<file path="config.mk">
export PLATFORM = sky130hd
export DESIGN_NAME = uart_axis_transceiver_flat
export DESIGN_NICKNAME = d
export VERILOG_FILES = /design/src/rtl/uart_pkg.sv /design/src/rtl/uart_axis_transceiver_if.sv /design/src/rtl/uart_bit_engine.sv /design/src/rtl/uart_sync.sv /design/src/rtl/uart_axis_transceiver.sv /design/src/flat_wrapper.sv
export SDC_FILE = /design/constraint.sdc
export NUM_CORES = 1
export LEC_CHECK = 0
export ABC_AREA = 1
export ABC_CLOCK_PERIOD_IN_PS = 2500
export CAP_MARGIN = 20
export CORE_MARGIN = 2
export CORE_UTILIZATION = 38
export CTS_CLUSTER_SIZE = 28
export DETAILED_ROUTE_END_ITERATION = 12
export SKIP_LAST_GASP = 1
export SYNTH_ARGS = -nofsm -noshare
export SYNTH_HDL_FRONTEND = slang
export SYNTH_SLANG_ARGS = --single-unit
</file>
<file path="constraint.sdc">
create_clock -name clk_p -period 2.5 [get_ports clk_p]
set_input_delay 0.375 -clock clk_p [delete_from_list [all_inputs] [get_ports clk_p]]
set_output_delay 0.375 -clock clk_p [all_outputs]
set_load 0.005 [all_outputs]
</file>
<file path="src/rtl/uart_pkg.sv">
// Shared UART definitions: FSM state encodings, bit-period scaling and
// the width of the bit-period counter.
package uart_pkg;

  localparam int unsigned CNT_W         = 19;
  localparam int unsigned PRESCALE_MULT = 8;

  typedef enum logic [1:0] {
    TX_IDLE,
    TX_START,
    TX_DATA,
    TX_STOP
  } tx_state_t;

  typedef enum logic [2:0] {
    RX_IDLE,
    RX_START,
    RX_DATA,
    RX_STOP,
    RX_WAIT_HIGH
  } rx_state_t;

  // Bit period in clk_p cycles; a prescale of 0 behaves like 1.
  function automatic logic [CNT_W-1:0] bit_period(input logic [15:0] prescale);
    logic [15:0] ps;
    ps = (prescale == '0) ? 16'd1 : prescale;
    return CNT_W'(ps) * CNT_W'(PRESCALE_MULT);
  endfunction

endpackage

</file>
<file path="src/rtl/uart_axis_transceiver_if.sv">
// AXI-stream byte channel used for both the transmit and receive sides.
interface uart_axis_transceiver_if #(
  parameter int unsigned DATA_WIDTH = 8
);
  logic [DATA_WIDTH-1:0] tdata;
  logic                  tvalid;
  logic                  tready;

  modport master (output tdata, output tvalid, input tready);
  modport slave  (input tdata, input tvalid, output tready);
endinterface

</file>
<file path="src/rtl/uart_bit_engine.sv">
// UART transmit shift path: start bit, DATA_WIDTH data bits LSB first,
// stop bit, each held for one bit period sampled at frame start.
module uart_bit_engine
  import uart_pkg::*;
#(
  parameter int unsigned DATA_WIDTH = 8
) (
  input  logic                  clk_p,
  input  logic                  reset,
  input  logic [15:0]           prescale,
  input  logic [DATA_WIDTH-1:0] tdata,
  input  logic                  tvalid,
  output logic                  tready,
  output logic                  txd,
  output logic                  busy
);

  tx_state_t             state, state_n;
  logic [CNT_W-1:0]      cnt, cnt_n;
  logic [CNT_W-1:0]      period, period_n;
  logic [3:0]            idx, idx_n;
  logic [DATA_WIDTH-1:0] sh, sh_n;
  logic                  txd_q, txd_n;
  logic                  en_q;
  logic [CNT_W-1:0]      start_period;
  logic                  accept;

  assign start_period = bit_period(prescale);
  // en_q keeps tready low until the first clock after reset is released.
  assign tready = en_q & reset & (state == TX_IDLE);
  assign accept = tvalid & tready;
  assign txd    = txd_q;
  assign busy   = (state != TX_IDLE);

  // State and datapath registers.
  always_ff @(posedge clk_p) begin
    if (!reset) begin
      state  <= TX_IDLE;
      cnt    <= '0;
      period <= '0;
      idx    <= '0;
      sh     <= '0;
      txd_q  <= 1'b1;
      en_q   <= 1'b0;
    end else begin
      state  <= state_n;
      cnt    <= cnt_n;
      period <= period_n;
      idx    <= idx_n;
      sh     <= sh_n;
      txd_q  <= txd_n;
      en_q   <= 1'b1;
    end
  end

  // Next-state, bit timing and next line level.
  always_comb begin
    state_n  = state;
    cnt_n    = cnt;
    period_n = period;
    idx_n    = idx;
    sh_n     = sh;
    txd_n    = txd_q;
    unique case (state)
      TX_IDLE: begin
        txd_n = 1'b1;
        if (accept) begin
          state_n  = TX_START;
          period_n = start_period;
          cnt_n    = start_period - CNT_W'(1);
          sh_n     = tdata;
          txd_n    = 1'b0;
        end
      end
      default: begin
        if (cnt == '0) begin
          cnt_n = period - CNT_W'(1);
          case (state)
            TX_START: begin
              state_n = TX_DATA;
              idx_n   = '0;
              txd_n   = sh[0];
              sh_n    = {1'b0, sh[DATA_WIDTH-1:1]};
            end
            TX_DATA: begin
              if (idx == 4'(DATA_WIDTH - 1)) begin
                state_n = TX_STOP;
                txd_n   = 1'b1;
              end else begin
                idx_n = idx + 4'd1;
                txd_n = sh[0];
                sh_n  = {1'b0, sh[DATA_WIDTH-1:1]};
              end
            end
            default: begin
              state_n = TX_IDLE;
              txd_n   = 1'b1;
            end
          endcase
        end else begin
          cnt_n = cnt - CNT_W'(1);
        end
      end
    endcase
  end

endmodule

</file>
<file path="src/rtl/uart_sync.sv">
// Two-flop synchronizer for the asynchronous serial input; resets to the
// line idle level so a reset never looks like a start bit.
module uart_sync (
  input  logic clk_p,
  input  logic reset,
  input  logic d,
  output logic q
);

  logic [1:0] sr;

  // Shift the raw input through two flops.
  always_ff @(posedge clk_p) begin
    if (!reset) sr <= '1;
    else        sr <= {sr[0], d};
  end

  assign q = sr[1];

endmodule

</file>
<file path="src/rtl/uart_axis_transceiver.sv">
// UART transceiver: AXI-stream transmit and receive byte channels sharing a
// run-time baud prescaler. Optional feature macro UART_ERROR_FLAGS_EN adds
// the overrun_error and frame_error pulse outputs.
module uart_axis_transceiver
  import uart_pkg::*;
#(
  parameter int unsigned DATA_WIDTH = 8
) (
  input  logic                    clk_p,
  input  logic                    reset,
  input  logic [15:0]             prescale,
  uart_axis_transceiver_if.slave  s_axis,
  uart_axis_transceiver_if.master m_axis,
  output logic                    txd,
  input  logic                    rxd,
  output logic                    tx_busy,
  output logic                    rx_busy
`ifdef UART_ERROR_FLAGS_EN
  ,
  output logic                    overrun_error,
  output logic                    frame_error
`endif
);

  logic tx_ready;

  uart_bit_engine #(
    .DATA_WIDTH(DATA_WIDTH)
  ) u_tx (
    .clk_p    (clk_p),
    .reset    (reset),
    .prescale (prescale),
    .tdata    (s_axis.tdata),
    .tvalid   (s_axis.tvalid),
    .tready   (tx_ready),
    .txd      (txd),
    .busy     (tx_busy)
  );

  assign s_axis.tready = tx_ready;

  logic rx_s;

  uart_sync u_sync (
    .clk_p (clk_p),
    .reset (reset),
    .d     (rxd),
    .q     (rx_s)
  );

  rx_state_t             rx_state, rx_state_n;
  logic [CNT_W-1:0]      rcnt, rcnt_n;
  logic [CNT_W-1:0]      rper, rper_n;
  logic [3:0]            ridx, ridx_n;
  logic [DATA_WIDTH-1:0] rsh, rsh_n;
  logic [DATA_WIDTH-1:0] m_tdata_q, md_n;
  logic                  m_tvalid_q, mv_n;
  logic [CNT_W-1:0]      start_period;
  logic                  m_hs;
`ifdef UART_ERROR_FLAGS_EN
  logic                  ovr_q, ovr_n;
  logic                  ferr_q, ferr_n;
`endif

  assign start_period  = bit_period(prescale);
  assign m_hs          = m_tvalid_q & m_axis.tready;
  assign m_axis.tdata  = m_tdata_q;
  assign m_axis.tvalid = m_tvalid_q;
  assign rx_busy       = (rx_state != RX_IDLE);
`ifdef UART_ERROR_FLAGS_EN
  assign overrun_error = ovr_q;
  assign frame_error   = ferr_q;
`endif

  // Receive state, sampling datapath and output channel registers.
  always_ff @(posedge clk_p) begin
    if (!reset) begin
      rx_state   <= RX_IDLE;
      rcnt       <= '0;
      rper       <= '0;
      ridx       <= '0;
      rsh        <= '0;
      m_tdata_q  <= '0;
      m_tvalid_q <= 1'b0;
`ifdef UART_ERROR_FLAGS_EN
      ovr_q      <= 1'b0;
      ferr_q     <= 1'b0;
`endif
    end else begin
      rx_state   <= rx_state_n;
      rcnt       <= rcnt_n;
      rper       <= rper_n;
      ridx       <= ridx_n;
      rsh        <= rsh_n;
      m_tdata_q  <= md_n;
      m_tvalid_q <= mv_n;
`ifdef UART_ERROR_FLAGS_EN
      ovr_q      <= ovr_n;
      ferr_q     <= ferr_n;
`endif
    end
  end

  // Receive next-state: start validation at half a bit, then centre sampling.
  always_comb begin
    rx_state_n = rx_state;
    rcnt_n     = rcnt;
    rper_n     = rper;
    ridx_n     = ridx;
    rsh_n      = rsh;
    md_n       = m_tdata_q;
    mv_n       = m_hs ? 1'b0 : m_tvalid_q;
`ifdef UART_ERROR_FLAGS_EN
    ovr_n      = 1'b0;
    ferr_n     = 1'b0;
`endif
    unique case (rx_state)
      RX_IDLE: begin
        if (!rx_s) begin
          rx_state_n = RX_START;
          rper_n     = start_period;
          rcnt_n     = (start_period >> 1) - CNT_W'(1);
        end
      end
      RX_START: begin
        if (rcnt == '0) begin
          if (rx_s) begin
            rx_state_n = RX_IDLE;
          end else begin
            rx_state_n = RX_DATA;
            rcnt_n     = rper - CNT_W'(1);
            ridx_n     = '0;
          end
        end else begin
          rcnt_n = rcnt - CNT_W'(1);
        end
      end
      RX_DATA: begin
        if (rcnt == '0) begin
          rsh_n  = {rx_s, rsh[DATA_WIDTH-1:1]};
          rcnt_n = rper - CNT_W'(1);
          if (ridx == 4'(DATA_WIDTH - 1)) rx_state_n = RX_STOP;
          else                            ridx_n     = ridx + 4'd1;
        end else begin
          rcnt_n = rcnt - CNT_W'(1);
        end
      end
      RX_STOP: begin
        if (rcnt == '0) begin
          if (rx_s) begin
            md_n       = rsh;
            mv_n       = 1'b1;
            rx_state_n = RX_IDLE;
`ifdef UART_ERROR_FLAGS_EN
            ovr_n      = m_tvalid_q & ~m_hs;
`endif
          end else begin
            // A low stop bit may be a break; hold off until the line idles.
            rx_state_n = RX_WAIT_HIGH;
`ifdef UART_ERROR_FLAGS_EN
            ferr_n     = 1'b1;
`endif
          end
        end else begin
          rcnt_n = rcnt - CNT_W'(1);
        end
      end
      RX_WAIT_HIGH: begin
        if (rx_s) rx_state_n = RX_IDLE;
      end
      default: rx_state_n = RX_IDLE;
    endcase
  end

endmodule

</file>
<file path="src/flat_wrapper.sv">
// flat-port wrapper written by rule: the top's interface ports become plain ports
module uart_axis_transceiver_flat import uart_pkg::*;
#(
  parameter int unsigned DATA_WIDTH = 8
)
  (clk_p, reset, prescale, txd, rxd, tx_busy, rx_busy, s_axis_tdata, s_axis_tvalid, s_axis_tready, m_axis_tdata, m_axis_tvalid, m_axis_tready);
  uart_axis_transceiver_if #(.DATA_WIDTH(DATA_WIDTH)) s_axis_i ();
  uart_axis_transceiver_if #(.DATA_WIDTH(DATA_WIDTH)) m_axis_i ();
  input  logic clk_p;
  input  logic reset;
  input  logic [15:0] prescale;
  output logic txd;
  input  logic rxd;
  output logic tx_busy;
  output logic rx_busy;
  input wire logic [$bits(s_axis_i.tdata)-1:0] s_axis_tdata;
  input wire logic [$bits(s_axis_i.tvalid)-1:0] s_axis_tvalid;
  output wire logic [$bits(s_axis_i.tready)-1:0] s_axis_tready;
  output wire logic [$bits(m_axis_i.tdata)-1:0] m_axis_tdata;
  output wire logic [$bits(m_axis_i.tvalid)-1:0] m_axis_tvalid;
  input wire logic [$bits(m_axis_i.tready)-1:0] m_axis_tready;
  assign s_axis_i.tdata = s_axis_tdata;
  assign s_axis_i.tvalid = s_axis_tvalid;
  assign s_axis_tready = s_axis_i.tready;
  assign m_axis_tdata = m_axis_i.tdata;
  assign m_axis_tvalid = m_axis_i.tvalid;
  assign m_axis_i.tready = m_axis_tready;
  uart_axis_transceiver #(.DATA_WIDTH(DATA_WIDTH)) u_core (.clk_p(clk_p), .reset(reset), .prescale(prescale), .s_axis(s_axis_i), .m_axis(m_axis_i), .txd(txd), .rxd(rxd), .tx_busy(tx_busy), .rx_busy(rx_busy));
endmodule
</file>
==> Word-level counts from Yosys, hierarchy flattened <==
Cells that the tools add are included.
{ "classes": {"n_addsub": 8, "reduce_logical": 22, "n_mux": 46, "eq_ne": 22, "bitwise": 6} }
{ "ops": {"columns": ["operator", "n"], "rows": [
  ["$mux W19", 8],
  ["$sub A19 B1 Y19 const B", 5],
  ["$pmux W19 S4", 1],
  ["$logic_not A19 Y1", 2],
  ["$mux W8", 4],
  ["$mux W3", 7],
  ["$mux W4", 5],
  ["$sub A18 B1 Y19 const B", 1],
  ["$logic_not A16 Y1", 1],
  ["$mux W16", 1],
  ["$pmux W4 S2", 2],
  ["$pmux W8 S2", 1],
  ["$pmux W3 S5", 1],
  ["$ne A2 B2 Y1 const B", 7],
  ["$reduce_and A4 Y1", 3],
  ["$mux W2", 5],
  ["$mux W1", 9],
  ["$ne A3 B3 Y1 const B", 3],
  ["$add A4 B1 Y4 const B", 2],
  ["$eq A4 B3 Y1 const B", 2],
  ["$ne A2 B1 Y1 const B", 4],
  ["$reduce_bool A2 Y1", 4],
  ["$eq A3 B2 Y1 const B", 2],
  ["$reduce_and A2 Y1", 3],
  ["15 further kinds", 21]
]} }
{ "word_totals": {"elab_cells": 119, "regBits": 112, "output_inout_bits": 13, "input_bits": 29} }

==> Depth between registers and ports, before layout <==
{ "logic_depth": {"ltp_word": 5, "mapped_depth": 17, "ltp_nobuf": 16} }

==> By module <==
A second synthesis with hierarchy kept.
{ "hier_totals": {"cells_unflattened": 1213, "hier_area_um2": 7435.9} }
{ "by_module_without_submodules": {"columns": ["module", "cells_per_inst", "seq_area_each_um2", "area_each_um2", "instances"], "rows": [
  ["uart_axis_transceiver", 621, 1181.1, 3821.2, 1],
  ["uart_bit_engine", 586, 1021.0, 3559.7, 1],
  ["uart_sync", 6, 40.0, 55.1, 1]
]} }

==> Worst setup path before layout <==
Ideal clock, no wire load.
{ "synth_path": {"kind": "input -> register", "startpoint": "in prescale[9]", "endpoint": "reg u_core.rcnt[12]", "setup_ns": 0.109, "n_path_buf": 1, "arrival_ns": 2.040, "stages": 17, "setup_slack_ns": 0.351, "required_time_ns": 2.391, "cell_sequence": "nor2_1 > nand2_1 > nor2_1 > nand2_1 > buf_2 > nand2_1 > inv_1 > ha_1 > nand2_1 > nor2_1 > nand2_1 > xor2_1 > nor2_1 > nor2_1 > nand3_1 > nand2_1 > inv_1"} }
{ "synth_between": {"elab_chain_cells": 5} }
{ "synth_lines": {"columns": ["element", "line", "rtl"], "rows": [
  ["start, declared", "flat_wrapper.sv:11", "input logic [15:0] prescale;"],
  ["$logic_not A16 Y1", "uart_pkg.sv:26", "ps = (prescale == '0) ? 16'd1 : prescale;"],
  ["$mux W16 (*)", "uart_pkg.sv:26", null],
  ["$sub A18 B1 Y19 (*)", "uart_axis_transceiver.sv:122", "rcnt_n = (start_period >> 1) - CNT_W'(1);"],
  ["$mux W19 (*)", "uart_axis_transceiver.sv:119", "if (!rx_s) begin"],
  ["$pmux W19 S4 (*)", "uart_axis_transceiver.sv:117", "unique case (rx_state)"],
  ["end signal, assigned", "uart_axis_transceiver.sv:91", "rcnt <= rcnt_n;"],
  ["end, declared", "uart_axis_transceiver.sv:52", "logic [CNT_W-1:0] rcnt, rcnt_n;"]
]} }
Mark *: on every way between the ends. The rest lies on a longest branch, timed or not. The select of a mux whose other input is x is not followed.
A chain may end at the register's enable or synchronous reset.

==> Worst setup path in the final report <==
{ "layout_path": {"startpoint": "reg u_core.u_tx.state[1]", "endpoint": "out tx_busy"} }
{ "layout_between": {"elab_chain_cells": 1} }
{ "layout_lines": {"columns": ["element", "line", "rtl"], "rows": [
  ["start, declared", "uart_bit_engine.sv:18", "tx_state_t state, state_n;"],
  ["start signal, assigned", "uart_bit_engine.sv:46", "state <= state_n;"],
  ["$reduce_bool A2 Y1", "uart_bit_engine.sv:33", "assign busy = (state != TX_IDLE);"],
  ["end, declared", "flat_wrapper.sv:14", "output logic tx_busy;"]
]} }
No other way between the ends.

==> results.cfg <==
[timing]
hold_viol_final = 0
finClkSkew_ns = 0.008813
setup_tns_ns = 0
worst_pin_slew_ns = 0.7059
slew_viol_final = 0
period_minus_slack_ns = 2.350
finalSetupViolations = 0
maxSlewHeadroom = 0.5294
max_clock_freq_mhz = 425.5
rsz0062_at_grt = no
final.period_utilization = 0.9400

[route]
wl_um = 20100
vias_per_cell = 5.013
drt_pass1_iterations = 5
drtIter0Drc = 523
drc = 0
ant_nets = 0
avgRoutedWirePerCell_um = 14.39
routed-via-count = 6998

[setup_path]
reg2reg_to = u_core.u_tx.cnt[18]
critPathKind = reg2out
path_max_fanout = 24
crit_family = buffers and inverters
r2r_slack_ns = 0.34
end_kind = output pin
cp.arrival_ns = 1.98
worst-path-buf-inv = 4
crit_cells = 5
required_ns = 2.12
critPathMaxStageDelay_ns = 0.54
reg2reg_from = u_core.u_tx.cnt[0]
path_common_cell = inv_1
critPathCapture = tx_busy
reg2reg_depth = 11
crit_chain = inv_1 > ha_1 > buf_4 > inv_1 > clkdlybuf4s50_1
slowest_stage = clkdlybuf4s50_1
crit_path_start = u_core.u_tx.state[1]
startpoint_type = flop

[power]
p_leak_nw = 3.646
power_mw = 8.847
cellPowerDensity_nw_per_um2 = 1085
vdd.ir_drop.worst_mv = 0.4489

[clock_tree]
cts_tree = done
clk_latency_ns = 0.36
holdBufCountCts = 0
clkSinkCount = 112
cts_inserted_buffers = 9
clk_pin_slew_ns = 0.07
htree_num_levels = 3
cts-root-buf = clkbuf_16
cts_resized = 0
post_cts_buffers = 0
clockBufferDepth = 2

[min_path]
hold_path.class = reg2reg

[global_route]
grt.overflow.total = 0
track_usage = 0.2106
grt_antenna_before_repair = 0
grt_max_degree = 71
grt_pass1_vias = 6501
grt_pass1_wl_um = 33080

[synth]
syn-num-nets = 1142
yosys-top-cells-count = 241 x nand2_1, 177 x nor2_1, 128 x inv_1
ys_ff_latch = 112
syn_inst = 1101
synth.top_cell.area_share = 0.3211
synth_cell_types = 44
synth_area_leaders = dfxtp_1 32%, nand2_1 13%, nor2_1 9.5%
synth-edff-count = 0
yosysTopAreaCell = dfxtp_1
ys_warn_count = 0
synthFlopType = dfxtp_1
synth_most_common_cell = nand2_1
ys_async_sr_fraction = 0
syn_area_um2 = 6982
ys_seq_area_frac = 0.3211
syn_avg_cell_area_um2 = 6.341

[finish]
syn2layout_area_growth_pct = 16.85
layout-drive-gt1-share = 0.08740
antenna_cells = 0
fill_cells = 1922
layout.nets = 1204
design_area_um2 = 8158

[die]
num_rows = 49
start_util = 0.3873
die_w_um = 139.5
die_y_um = 139.5
die-area_um2 = 19470
fp.coreArea_um2 = 18020
ioPinCount = 42

[placement]
place_area_um2 = 7859
gp_congestion = 0.9620
portBuffers = 41
post-dp-hpwl_um = 15400

[status]
status = complete, no violations

[job]
maxCapViolCount = 0
worst min path at each step:
stage / endpoint / cells past startpoint / slack, ns / start
global placement: u_core.u_sync.sr[1] / 1 / 0.40 / u_core.u_sync.sr[0]
global route: u_core.u_sync.sr[1] / 1 / 0.43 / u_core.u_sync.sr[0]
finish: u_core.u_sync.sr[1] / 1 / 0.42 / u_core.u_sync.sr[0]
CTS: u_core.u_sync.sr[1] / 1 / 0.42 / u_core.u_sync.sr[0]
detailed placement: u_core.u_sync.sr[1] / 1 / 0.40 / u_core.u_sync.sr[0]
floorplan: u_core.u_sync.sr[1] / 1 / 0.39 / u_core.u_sync.sr[0]
layer usage:
layer | vias to the layer above | GRT usage | wire [um]
li1 | 3667 | - | -
met1 | 3125 | 0.2787 | 9425
met2 | 167 | 0.3501 | 9158
met3 | 39 | 0.04061 | 985
met4 | 0 | 0.06158 | 526
met5 | - | 0 | 0
power breakdown:
part | total, mW | switching, mW | internal, mW
Clock | 1.48 | 0.680 | 0.804
Sequential | 2.53 | 0.375 | 2.16
Combinational | 4.83 | 3.12 | 1.71
registers in the layout, summed over array words and instances (netlist names), 4 cells and up:
signal,cells
u_core.m_axis.tdata,8
u_core.rcnt,19
u_core.ridx,4
u_core.rper,16
u_core.rsh,8
u_core.u_tx.cnt,19
u_core.u_tx.idx,4
u_core.u_tx.period,16
u_core.u_tx.sh,8
cell type report:
cell class | count | area, um2 | share of cell area
clock buffers | 11 | 242.7 | 0.02975
clock inverters | 4 | 53.80 | 0.006595
inverters | 137 | 514.2 | 0.06304
multi-input cells | 816 | 4055 | 0.4971
flip-flops and latches | 112 | 2242 | 0.2748
well taps | 229 | 286.5 | 0.03512
repair buffers | 87 | 763.2 | 0.09356
cell families (layout without fill, tap and decap cells):
group,Yosys count,count (layout),share of synthesized area
and+or+nand+nor,575,575,0.3575
AOI/OAI and AO/OA,187,187,0.1487
buffers and inverters,173,239,0.09839
DFF,112,112,0.3211
xor gates and xnor gates,42,42,0.05269
adders and majority gates,12,12,0.02150
per-stage QoR:
| step | util | hold slack (ns) | instances | setup WS (ns) |
|---|---|---|---|---|
| 2_1_floorplan | - | 0.3925 | 1101 | 0.3513 |
| 3_3_place_gp | 0.4360 | 0.3975 | 1381 | -0.003574 |
| 3_5_place_dp | 0.4360 | 0.4027 | 1381 | -0.06070 |
| 4_1_cts | 0.4525 | 0.4199 | 1396 | 0.1009 |
| 5_1_grt | 0.4526 | 0.4315 | 1396 | 0.01061 |
| 6_report | 0.4526 | 0.4169 | 1396 | 0.1500 |
cells in the final DEF (no fill, tap or decap), types with 2 or more instances in the layout:
| cell type | synthesis | layout |
|---|---|---|
| nor2_2 | 7 | 8 |
| xor2_1 | 31 | 31 |
| nand3_2 | 3 | 3 |
| and2_1 | 3 | 3 |
| inv_1 | 128 | 128 |
| or2_2 | 4 | 4 |
| o21ai_1 | 16 | 16 |
| a211oi_1 | 13 | 13 |
| o211ai_1 | 8 | 8 |
| xnor2_1 | 11 | 11 |
| nand2_4 | 2 | 2 |
| nand2_1 | 241 | 241 |
| clkinvlp_4 | 0 | 2 |
| ha_1 | 12 | 12 |
| buf_4 | 0 | 45 |
| nor2_1 | 177 | 176 |
| inv_2 | 8 | 8 |
| nand2_2 | 4 | 4 |
| clkbuf_16 | 0 | 9 |
| o21ai_0 | 71 | 71 |
| a21oi_1 | 64 | 64 |
| dfxtp_1 | 112 | 112 |
| o22ai_1 | 6 | 6 |
| nand3_1 | 94 | 94 |
| nor3_1 | 14 | 14 |
| nand4_1 | 14 | 14 |
| nor2_4 | 6 | 6 |
| clkdlybuf4s50_1 | 0 | 40 |
No activity file was read; power rests on OpenSTA's default activity.
